<file path="src/rtl/mux41_rr_arbiter_pkg.sv">
// Shared types and constants for the 4-requester round-robin mux arbiter.
// State encoding, requester count, select width and a one-hot helper.
package mux41_rr_arbiter_pkg;

  localparam int NUM_REQ = 4;
  localparam int SEL_W   = 2;

  typedef enum logic {
    ST_IDLE  = 1'b0,
    ST_GRANT = 1'b1
  } state_e;

  function automatic logic [NUM_REQ-1:0] onehot(input logic [SEL_W-1:0] idx);
    onehot      = '0;
    onehot[idx] = 1'b1;
  endfunction

endpackage

</file>
<file path="src/rtl/mux41_rr_arbiter_rr_pick4.sv">
// Combinational rotating priority pick: first set request after ptr,
// optionally skipping the current owner.
module rr_pick4
  import mux41_rr_arbiter_pkg::*;
(
  input  logic [NUM_REQ-1:0] req,
  input  logic [SEL_W-1:0]   ptr,
  input  logic               excl_en,
  input  logic [SEL_W-1:0]   excl,
  output logic               found,
  output logic [SEL_W-1:0]   idx
);

  logic [SEL_W-1:0] cand;

  // Offsets 1..4 so ptr itself is the lowest-priority candidate.
  always_comb begin
    found = 1'b0;
    idx   = '0;
    cand  = '0;
    for (int off = 1; off <= NUM_REQ; off++) begin
      cand = ptr + SEL_W'(off);
      if (!found && req[cand] && !(excl_en && (cand == excl))) begin
        found = 1'b1;
        idx   = cand;
      end
    end
  end

endmodule

</file>
<file path="src/rtl/mux41_rr_arbiter.sv">
// Round-robin arbiter driving a shared 4:1 single-bit mux; grants are bounded
// to HOLD_MAX cycles under contention, y is gated by valid.
module mux41_rr_arbiter
  import mux41_rr_arbiter_pkg::*;
#(
  parameter int HOLD_MAX = 4,
  parameter int CNT_W    = 3
) (
  input  logic               clk,
  input  logic               rst_n,
  input  logic [NUM_REQ-1:0] req,
  input  logic               a,
  input  logic               b,
  input  logic               c,
  input  logic               d,
  output logic [NUM_REQ-1:0] gnt,
  output logic               s1,
  output logic               s0,
  output logic               valid,
  output logic               y
);

  state_e             state_q, state_d;
  logic [NUM_REQ-1:0] gnt_q, gnt_d;
  logic [SEL_W-1:0]   sel_q, sel_d;
  logic [SEL_W-1:0]   last_q, last_d;
  logic [CNT_W-1:0]   hold_q, hold_d;
  logic               valid_q, valid_d;

  logic               pick_found;
  logic [SEL_W-1:0]   pick_idx;
  logic               in_grant;
  logic               owner_req;

  assign in_grant  = (state_q == ST_GRANT);
  assign owner_req = req[last_q];

  // While granted, last_q is the owner, so excluding it yields "others pending".
  rr_pick4 u_pick (
    .req     (req),
    .ptr     (last_q),
    .excl_en (in_grant),
    .excl    (last_q),
    .found   (pick_found),
    .idx     (pick_idx)
  );

  always_ff @(posedge clk or negedge rst_n) begin
    if (!rst_n) begin
      state_q <= ST_IDLE;
      gnt_q   <= '0;
      sel_q   <= '0;
      last_q  <= SEL_W'(NUM_REQ - 1);
      hold_q  <= '0;
      valid_q <= 1'b0;
    end else begin
      state_q <= state_d;
      gnt_q   <= gnt_d;
      sel_q   <= sel_d;
      last_q  <= last_d;
      hold_q  <= hold_d;
      valid_q <= valid_d;
    end
  end

  always_comb begin
    state_d = state_q;
    gnt_d   = gnt_q;
    sel_d   = sel_q;
    last_d  = last_q;
    hold_d  = hold_q;
    valid_d = valid_q;
    unique case (state_q)
      ST_IDLE: begin
        if (pick_found) begin
          state_d = ST_GRANT;
          gnt_d   = onehot(pick_idx);
          sel_d   = pick_idx;
          last_d  = pick_idx;
          hold_d  = '0;
          valid_d = 1'b1;
        end
      end
      ST_GRANT: begin
        if (!owner_req) begin
          if (pick_found) begin
            gnt_d  = onehot(pick_idx);
            sel_d  = pick_idx;
            last_d = pick_idx;
            hold_d = '0;
          end else begin
            // Selects keep their last value while idle.
            state_d = ST_IDLE;
            gnt_d   = '0;
            valid_d = 1'b0;
            hold_d  = '0;
          end
        end else if (!pick_found) begin
          hold_d = '0;
        end else if (hold_q == CNT_W'(HOLD_MAX - 1)) begin
          gnt_d  = onehot(pick_idx);
          sel_d  = pick_idx;
          last_d = pick_idx;
          hold_d = '0;
        end else begin
          hold_d = hold_q + CNT_W'(1);
        end
      end
      default: begin
        state_d = ST_IDLE;
        gnt_d   = '0;
        valid_d = 1'b0;
        hold_d  = '0;
      end
    endcase
  end

  always_comb begin
    gnt   = gnt_q;
    s1    = sel_q[1];
    s0    = sel_q[0];
    valid = valid_q;
    y     = 1'b0;
    if (valid_q) begin
      unique case (sel_q)
        2'd0:    y = a;
        2'd1:    y = b;
        2'd2:    y = c;
        default: y = d;
      endcase
    end
  end

endmodule

</file>
<file path="config.mk">
export PLATFORM = sky130hd
export DESIGN_NAME = mux41_rr_arbiter
export DESIGN_NICKNAME = d
export VERILOG_FILES = /design/src/rtl/mux41_rr_arbiter_pkg.sv /design/src/rtl/mux41_rr_arbiter_rr_pick4.sv /design/src/rtl/mux41_rr_arbiter.sv
export SDC_FILE = /design/constraint.sdc
export NUM_CORES = 1
export LEC_CHECK = 0
export CAP_MARGIN = 15
export CORE_MARGIN = 4
export CORE_UTILIZATION = 35
export CTS_CLUSTER_SIZE = 20
export DETAILED_ROUTE_END_ITERATION = 8
export GPL_TIMING_DRIVEN = 0
export PLACE_DENSITY_LB_ADDON = 0.2
export SYNTH_ARGS = -nofsm -noshare
export SYNTH_HDL_FRONTEND = slang
export SYNTH_SLANG_ARGS = --single-unit
export TNS_END_PERCENT = 10
</file>
<file path="constraint.sdc">
create_clock -name clk -period 2.05 [get_ports clk]
set_input_delay 0.205 -clock clk [delete_from_list [all_inputs] [get_ports clk]]
set_output_delay 0.205 -clock clk [all_outputs]
set_load 0.01 [all_outputs]
</file>
==> results.cfg <==
[floorplan]
start_util = 0.368
core-area_mm2 = 0.00221
dieWidth_um = 56.2
die_area_mm2 = 0.00316
num_io_pins = 18
rows = 17
die_h_um = 56.2

[drt]
wire_per_inst_um = 13.4
wl_um = 1760
firstDrtPassIters = 4
antenna_left = 0
routed_via_density = 5.37
initialDrtViolationCount = 11
vias = 703
drcViolationCount = 0

[worst_setup_path]
cp_slowest_cell = dfstp_2
r2r_cells = 6
cp.required_ps = 2200
reg2reg_slack_ps = 180
path_cells = buf_2 > inv_2 > o211ai_2 > nand3_1 > a31oi_1 > o32ai_2
startpoint = last_q[0]
arrival_ps = 2020
endpoint_kind = flop
r2r_end = gnt[0]
cp_top_family = compound AO/OA/AOI/OAI gates
r2r-start = last_q[0]
crit_fanout = 10
setup.worst_path.class = reg -> reg
start_kind = flop
crit_buf_inv = 2
worst_path_largest_cell_delay_ps = 540

[cts]
post_cts_buffers = 0
clockRootBuffer = clkbuf_4
cts.sinks = 13
h-tree-depth = 1
clkSlewWorstSetupHoldPaths_ps = 80
cts_tree = built
cts_made_buffers = 3
cts_max_path_buffers = 2
clk_latency_ps = 280

[placement]
gp_congestion = 0.754
postPlaceCellArea_mm2 = 0.00102
hpwlAfterDp_um = 1350
dp.cells = 127
port_buffers = 17

[final_layout]
syn_to_final_growth_pct = 28.7
fin_area_mm2 = 0.00105
n_antenna_cell = 0
drive_above_1_share = 0.214
n_fill_cell = 218
nets = 115
fin_cells = 131

[timing]
drv_slew = 0
worst_slew_pin_slew_ps = 582
skew_ps = 3.36
period_needed_ps = 1870
setup_viol = 0
rsz0062_at_grt = false
maxClockFrequency_ghz = 0.535
slew_headroom = 0.611
fin_crit_sh = 0.912
hold_viol = 0
tns_ps = 0

[global_routing]
grt_max_degree = 14
overflow = 0
antenna_found_initial = 0
grt_usage = 0.131
grt_pass1_wl_um = 3220
grt_pass1_vias = 751

[synthesis]
yosys.cell_types.count = 33
synthArstFlopShare = 1.00
yosys_most_used_dff = dfrtp_1
synthTopCellsByArea = dfrtp_1 34%, dfstp_2 6.5%, mux4_2 5.5%
synth_area_um2 = 815
synth_warnings = 0
synth_fp_nets = 93
synth_edf_count = 0
syn_avg_cell_area_um2 = 9.93
yosys_register_bits = 13
synth_cells = 82
synth_top_cell_by_area = dfrtp_1
yosysSeqAreaShare = 0.402
yosysTopAreaCellShare = 0.338

[pwr]
p_leak_nw = 0.447
ir_drop_mv = 0.581
power_per_cell_area_mw_per_mm2 = 1220

[status]
outcome = finished, final reports clean

[hold_path]
worst_hold_path_type = in -> async

[flow_run]
drv_cap = 0
==> worst max-delay path by stage <==
stage	endpoint	slack [ps]	cells past startpoint
6_report	gnt[0]	180	6
5_1_grt	gnt[0]	30	6
4_1_cts	y	20	3
3_5_place_dp	gnt[1]	-20	6
3_3_place_gp	sel_q[0]	-30	6
2_1_floorplan	gnt[1]	340	5
==> kinds of logic (layout without fill, tap and decap cells) <==
group / Yosys count / in the layout / share of synthesized area
and+or+nand+nor: 33 / 33 / 0.207
muxes: 4 / 4 / 0.0829
DFF: 13 / 13 / 0.402
buffers and inverters: 6 / 27 / 0.0307
adders and majority gates: 1 / 1 / 0.0154
AOI/OAI and AO/OA: 25 / 25 / 0.261
==> per-stage QoR <==
stage          worst slack (ps)  power [mW]  hold WS, ps   util
2_1_floorplan               336       0.887        -90.6      -
3_3_place_gp              -28.4        1.12          474  0.461
3_5_place_dp              -17.1        1.13          483  0.461
4_1_cts                    19.1        1.29          304  0.473
5_1_grt                    30.1        1.39          330  0.474
6_report                    181        1.28          294  0.474
==> cells in the mapped netlist, drive strengths merged (3+ instances only) <==
cell type / number
dfrtp: 11
nand2: 9
a21oi: 7
nor2: 7
inv: 4
nand2b: 4
nor3: 4
o2bb2ai: 4
nand3: 3
==> state kept, by name (all words and copies together) (netlist names) <==
register,flops
last_q,2
gnt,4
valid,1
sel_q,2
hold_q,3
in_grant,1
==> per-layer routing <==
layer,vias to the layer above,track usage,share of wire
met1,334,0.168,0.48
met3,4,0.0464,0.061
met4,0,0.0814,0.018
met5,-,0,0
met2,19,0.185,0.44
li1,346,-,-
==> power breakdown <==
| part | total, mW | leakage (nW) | switching, mW | internal (mW) |
|---|---|---|---|---|
| logic | 0.704 | 0.272 | 0.357 | 0.348 |
| clock network | 0.160 | 0.0150 | 0.0846 | 0.0754 |
| registers | 0.414 | 0.160 | 0.0554 | 0.358 |
| total | 1.28 | 0.447 | 0.496 | 0.782 |
==> cells in the final DEF (no fill, tap or decap), types with 2 or more instances in the layout <==
cell type        netlist  layout
a21o_1                 2       2
a21oi_1                5       5
a21oi_2                2       2
a31oi_1                2       2
buf_2                  2       2
clkbuf_4               0       3
clkdlybuf4s50_1        0      16
dfrtp_1               11      11
dfstp_2                2       2
inv_1                  3       3
mux2_2                 2       2
mux4_2                 2       2
nand2_1                8       8
nand2b_1               4       4
nand3_1                3       3
nor2_1                 7       7
nor2b_1                2       2
nor3_1                 4       4
o2bb2ai_1              4       4
o32ai_2                2       2
==> area by class of cell <==
class | count | area (um2) | share of cell area
multi-input combinational | 63 | 462 | 0.440
sequential | 13 | 328 | 0.313
timing repair buffer | 17 | 173 | 0.165
tap | 28 | 35.0 | 0.0334
clock buffer | 4 | 26.3 | 0.0251
inverter | 4 | 15.0 | 0.0143
buffer | 2 | 10.0 | 0.00955
==> what timing repair did <==
action,4_1_cts,5_1_grt
resized for setup,0,1
hold buffers,0,0
endpoints found under the setup margin,0,1
Note: power is estimated with default switching activity, not from simulation.
